**src/rtl/csignal_post_queue_pkg.sv**
```systemverilog
// csignal_post_queue_pkg: shared FSM state encodings and default sizes for the signal post queue
package csignal_post_queue_pkg;

    localparam int CSPQ_DATAWIDTH = 8;
    localparam int CSPQ_DEPTH     = 4;
    localparam int CSPQ_ADDRWIDTH = 2;

    // Encoding 2'd3 is unused; the FSM recovers from it to CSPQ_IDLE.
    typedef enum logic [1:0] {
        CSPQ_IDLE  = 2'd0,
        CSPQ_PULSE = 2'd1,
        CSPQ_HOLD  = 2'd2
    } cspq_state_e;

endpackage

```
**src/rtl/csignal_post_fifo.sv**
```systemverilog
// csignal_post_fifo: FIFO storage for posted values with occupancy count and sticky overflow
//  clk        in   rising-edge clock
//  reset      in   synchronous, active-high; empties the queue and clears overflow
//  push_en    in   producer push request; dropped when full
//  push_data  in   value to store
//  pop_en     in   remove the head entry (ignored when empty)
//  head_data  out  value at the head of the queue
//  count      out  entries queued (0..depth), registered
//  full       out  count == depth
//  empty      out  count == 0
//  overflow   out  sticky: a push arrived while full
module csignal_post_fifo #(
    parameter int datawidth = 8,
    parameter int depth     = 4,
    parameter int addrwidth = 2
) (
    input  logic                 clk,
    input  logic                 reset,
    input  logic                 push_en,
    input  logic [datawidth-1:0] push_data,
    input  logic                 pop_en,
    output logic [datawidth-1:0] head_data,
    output logic [addrwidth:0]   count,
    output logic                 full,
    output logic                 empty,
    output logic                 overflow
);

    logic [datawidth-1:0] mem [depth];
    logic [addrwidth-1:0] wr_ptr;
    logic [addrwidth-1:0] rd_ptr;
    logic                 push;
    logic                 pop;

    assign full      = count == (addrwidth+1)'(depth);
    assign empty     = count == '0;
    assign push      = push_en && !full;
    assign pop       = pop_en && !empty;
    assign head_data = mem[rd_ptr];

    // Storage carries no reset; only pointers and count define validity.
    always_ff @(posedge clk) begin
        if (push)
            mem[wr_ptr] <= push_data;
    end

    // Depth is a power of two, so pointers wrap by natural overflow.
    always_ff @(posedge clk) begin
        if (reset) begin
            wr_ptr   <= '0;
            rd_ptr   <= '0;
            count    <= '0;
            overflow <= 1'b0;
        end else begin
            if (push)
                wr_ptr <= wr_ptr + 1'b1;
            if (pop)
                rd_ptr <= rd_ptr + 1'b1;
            count    <= count + (addrwidth+1)'(push) - (addrwidth+1)'(pop);
            overflow <= overflow || (push_en && full);
        end
    end

endmodule

```
**src/rtl/csignal_post_queue.sv**
```systemverilog
// csignal_post_queue: buffers producer posts and feeds them one at a time to a signal's input_en/input_data
//  clk             in   rising-edge clock
//  reset           in   synchronous, active-high
//  post_en         in   producer posts post_data this cycle (accepted when post_rdy=1)
//  post_data       in   value to post
//  post_rdy        out  queue not full
//  sig_input_en    out  registered one-cycle pulse to the signal's input_en
//  sig_input_data  out  registered value, valid with sig_input_en and held afterwards
//  sig_output_rdy  in   signal's "signaled" flag
//  pending         out  entries currently queued
//  overflow        out  sticky: a post arrived while full
module csignal_post_queue
    import csignal_post_queue_pkg::*;
#(
    parameter int datawidth = CSPQ_DATAWIDTH,
    parameter int depth     = CSPQ_DEPTH,
    parameter int addrwidth = CSPQ_ADDRWIDTH
) (
    input  logic                 clk,
    input  logic                 reset,
    input  logic                 post_en,
    input  logic [datawidth-1:0] post_data,
    output logic                 post_rdy,
    output logic                 sig_input_en,
    output logic [datawidth-1:0] sig_input_data,
    input  logic                 sig_output_rdy,
    output logic [addrwidth:0]   pending,
    output logic                 overflow
);

    cspq_state_e          state;
    cspq_state_e          next_state;
    logic                 load;
    logic [datawidth-1:0] head_data;
    logic                 full;
    logic                 empty;

    csignal_post_fifo #(
        .datawidth (datawidth),
        .depth     (depth),
        .addrwidth (addrwidth)
    ) u_fifo (
        .clk       (clk),
        .reset     (reset),
        .push_en   (post_en),
        .push_data (post_data),
        .pop_en    (load),
        .head_data (head_data),
        .count     (pending),
        .full      (full),
        .empty     (empty),
        .overflow  (overflow)
    );

    always_ff @(posedge clk) begin
        if (reset)
            state <= CSPQ_IDLE;
        else
            state <= next_state;
    end

    // A high sig_output_rdy means a value (ours or a foreign poster's) is still
    // unconsumed, so a new pulse waits until it drops. The first HOLD cycle
    // seeing it low is taken as consumed (signal was reset externally).
    always_comb begin
        next_state = CSPQ_IDLE;
        case (state)
            CSPQ_IDLE:  next_state = (!empty && !sig_output_rdy) ? CSPQ_PULSE : CSPQ_IDLE;
            CSPQ_PULSE: next_state = CSPQ_HOLD;
            CSPQ_HOLD:  next_state = sig_output_rdy ? CSPQ_HOLD : (!empty ? CSPQ_PULSE : CSPQ_IDLE);
            default:    next_state = CSPQ_IDLE;
        endcase
    end

    // Entering PULSE pops the head into the output register in the same edge.
    always_comb begin
        load     = next_state == CSPQ_PULSE;
        post_rdy = !full;
    end

    always_ff @(posedge clk) begin
        if (reset) begin
            sig_input_en   <= 1'b0;
            sig_input_data <= '0;
        end else begin
            sig_input_en <= load;
            if (load)
                sig_input_data <= head_data;
        end
    end

endmodule

```
**config.mk**
```make
export PLATFORM = sky130hd
export DESIGN_NAME = csignal_post_queue
export DESIGN_NICKNAME = d
export VERILOG_FILES = /design/src/rtl/csignal_post_queue_pkg.sv /design/src/rtl/csignal_post_fifo.sv /design/src/rtl/csignal_post_queue.sv
export SDC_FILE = /design/constraint.sdc
export NUM_CORES = 1
export LEC_CHECK = 0
export CELL_PAD_IN_SITES_DETAIL_PLACEMENT = 0
export CELL_PAD_IN_SITES_GLOBAL_PLACEMENT = 1
export CORE_ASPECT_RATIO = 2
export CORE_MARGIN = 10
export CORE_UTILIZATION = 35
export CTS_CLUSTER_DIAMETER = 150
export DETAILED_ROUTE_END_ITERATION = 7
export HOLD_SLACK_MARGIN = 0.15
export PLACE_DENSITY = 0.6
export SYNTH_ARGS = -nofsm -noshare
export SYNTH_HDL_FRONTEND = slang
export SYNTH_HIERARCHICAL = 1
export SYNTH_SLANG_ARGS = --single-unit
```
**constraint.sdc**
```tcl
create_clock -name clk -period 2.8 [get_ports clk]
set_input_delay 0.56 -clock clk [delete_from_list [all_inputs] [get_ports clk]]
set_output_delay 0.56 -clock clk [all_outputs]
set_load 0.1 [all_outputs]
```
==> impl_metrics.tcl <==
set metrics [dict create \
    finalCritPeriodShare_pct 88.48 \
    hold_path.class "reg2reg" \
    multiInputGateArea_um2 656.9 \
    hold_end "sig_input_data[0]$_SDFFE_PP0N_" \
    setup-violations-final 0 \
    netlist.area_leader.share_pct 45.58 \
    via_per_inst 5.216 \
    utilization_pct 42.52 \
    pwr-share-seq_pct 40.2 \
    peakVddDrop_uv 521.8 \
    finalWorstSetupSlack_ns 0.3225 \
    grt_pass1_wl_um 6499 \
    reg2reg_slack_ns 0.58 \
    hpwl_um 2796 \
    slew_headroom_pct 48.43 \
    fin_skew_ns 0.007786 \
    drt_iter0_drc 28 \
    overflow 0 \
    synth_compound_area_share_pct 6.528 \
    synthAdderAreaFrac_pct 4.510 \
    p_int_mw 1.560 \
    num_io_pins 26 \
    cts_tree "yes" \
    status "completed" \
    p_per_area_nw_per_um2 1008 \
    synth_area_um2 2108 \
    synth_fp_nets 160 \
    holdPathStages 2 \
    post-route-min-period_ns 2.478 \
    io_buffers 25 \
    seqCellArea_um2 1365 \
    rows 40 \
    fin_nets 187 \
    final_area_um2 2532 \
    core_area_um2 5956 \
    ctsResizeCount 0 \
    min_from "sig_input_data[0]$_SDFFE_PP0N_" \
    clkPwrFrac_pct 23.4 \
    antenna_cells 0 \
    rsz0062_at_grt "false" \
    grt_max_degree 21 \
    clockRootBuffer "clkbuf_16" \
    syn_avg_cell_area_um2 14.95 \
    reg2reg_to "u_fifo/count[2]$_SDFF_PP0_" \
    ys_seq_elements 52 \
    maxCapViolations 0 \
    synth-simple-area-share_pct 9.852 \
    cts_hold_buf 0 \
    end_kind "flip-flop" \
    synth.area.mux_share_pct 9.021 \
    antenna_found_initial 0 \
    dr.pass1.iters 3 \
    dpl_cell_area_um2 2387 \
    synth_largest_area_cell "edfxtp_1" \
    finalHoldViolCount 0 \
    synth_xor_area_share_pct 1.246 \
    clockBufferDepth 2 \
    crit_arrival_ns 2.62 \
    drc 0 \
    die_w_um 74.88 \
    clkTransAtPathRegs_ns 0.07 \
    r2r_start "u_fifo/count[1]$_SDFF_PP0_" \
    r2r_cells 11 \
    worst-path-max-fanout 3 \
    p_sw_mw 0.9928 \
    critPathRequiredTime_ns 2.94 \
    tightestPinTransition_ns 0.7711 \
    leakagePower_nw 0.9003 \
    cts_buffers 5 \
    ys_warn_count 6 \
    p_sw_share_pct 38.89 \
    synth.area.top_cells "edfxtp_1 46%, dfxtp_1 19%, mux4_2 8.5%" \
    synth_top_family_by_area "simple AND/OR/NAND/NOR gates" \
    die_h_um 129.8 \
    fill_cells 547 \
    grt_use_total_pct 9.060 \
    ys_types 29 \
    area_growth_pct 20.12 \
    ant_nets 0 \
    die-area_um2 9716 \
    wl_um 3854 \
    clock_sinks 52 \
    grt_pass1_vias 1337 \
    power.share.combinational_pct 36.4 \
    ys_seq_area_share_pct 64.57 \
    start_util_pct 35.40 \
    syn_inst 141 \
    crit_type "in2reg" \
    cts_htree_levels 2 \
    wl_per_cell_um 16.61 \
    startpoint_type "input pin" \
    num_vias 1210 \
    gp_congestion 0.6729 \
    dp_slack_ns -0.01127 \
    final_max_slew_viol_count 0 \
    clock_latency_ns 0.29 \
    drive_gt1_share_pct 24.26 \
    cts_setup_buffers 0 \
    fmax_mhz 403.6 \
]
-- worst max-delay path: stages --
cell             delay [ns]
clkdlybuf4s50_1        0.47
nor3_1                 0.31
o31ai_2                0.13
inv_1                  0.07
ha_1                   0.11
inv_1                  0.04
ha_1                   0.19
fa_1                   0.38
xnor2_1                0.18
xnor2_1                0.14
nor2_1                 0.05
-- cells in the final DEF, fill, tap and decap left out, types with 2 or more instances in the layout --
cell type,instances
or4b_1,8
clkbuf_16,5
clkdlybuf4s50_1,11
a21oi_1,11
o31ai_1,8
nor2_1,4
nor4_1,2
o21ai_0,2
and2_1,4
ha_1,6
xnor2_1,2
nand2b_1,2
dfxtp_1,17
edfxtp_1,32
mux4_2,8
nor2b_1,2
or3_1,2
dfxtp_2,3
inv_1,9
buf_4,19
-- synth_stat cells, drive strengths merged --
cell	count
a21oi	11
and2	4
buf	6
clkbuf	4
dfxtp	20
edfxtp	32
fa	1
ha	6
inv	9
mux2i	1
mux4	8
nand2	1
nand2b	2
nor2	5
nor2b	2
nor3	2
nor3b	1
nor4	2
o21ai	2
o31ai	9
or3	2
or4b	8
xnor2	2
xor2	1
-- final cells by class --
cell class	instances	share of cell area, %
Tap cell	63	3.113
Clock inverter	2	0.6423
Multi-Input combinational cell	70	25.94
Sequential cell	52	53.90
Clock buffer	6	5.089
Timing Repair Buffer	30	9.980
Inverter	9	1.334
-- metal layers --
| layer | part of all wire [%] | GRT usage, % |
|---|---|---|
| met5 | 0 | 0 |
| met2 | 53 | 14.82 |
| met1 | 39 | 9.296 |
| met3 | 5.2 | 3.726 |
| met4 | 2.4 | 5.381 |
-- worst max-delay path by stage --
| stage | start | end | slack (ns) |
|---|---|---|---|
| CTS | sig_output_rdy | u_fifo/count[2]$_SDFF_PP0_ | 0.29 |
| detailed placement | sig_output_rdy | u_fifo/count[2]$_SDFF_PP0_ | -0.01 |
| floorplan | u_fifo/count[1]$_SDFF_PP0_ | u_fifo/count[2]$_SDFF_PP0_ | 0.04 |
| finish | sig_output_rdy | u_fifo/count[2]$_SDFF_PP0_ | 0.32 |
| global route | sig_output_rdy | u_fifo/count[2]$_SDFF_PP0_ | 0.15 |
| global placement | sig_output_rdy | u_fifo/count[2]$_SDFF_PP0_ | 0.03 |
-- state kept, by name (all words and copies together), names as in the netlist, named ones only --
name             cells
sig_input_data       8
sig_input_en         1
state                1
u_fifo/count         3
u_fifo/mem          32
u_fifo/overflow      1
u_fifo/rd_ptr        2
u_fifo/wr_ptr        2
-- through the flow --
step	instances	power, mW	hold slack (ns)	TNS [ns]
detailed placement	224	1.990	0.4629	-0.01127
CTS	232	2.594	0.4728	0
global route	232	2.700	0.4959	0
finish	232	2.553	0.4697	0
global placement	224	1.959	0.4548	0
floorplan	141	1.771	0.4591	0
-- logic make-up (layout without fill, tap and decap cells) --
kind of cell,Yosys count,after routing
simple gates,29,29
buf+inv,19,47
fa+ha+maj,7,7
xor+xnor,3,3
flops,52,52
mux,9,9
compound gates,22,22
-- power by group through the flow --
stage	sequential (mW)	clock (mW)	combinational [mW]
after floorplan	1.37	0	0.406
after global placement	1.04	0	0.919
after detailed placement	1.05	0	0.942
after CTS	1.03	0.619	0.942
after global routing	1.05	0.654	0.998
final	1.03	0.598	0.928
Power figures use the tool's default switching activity.
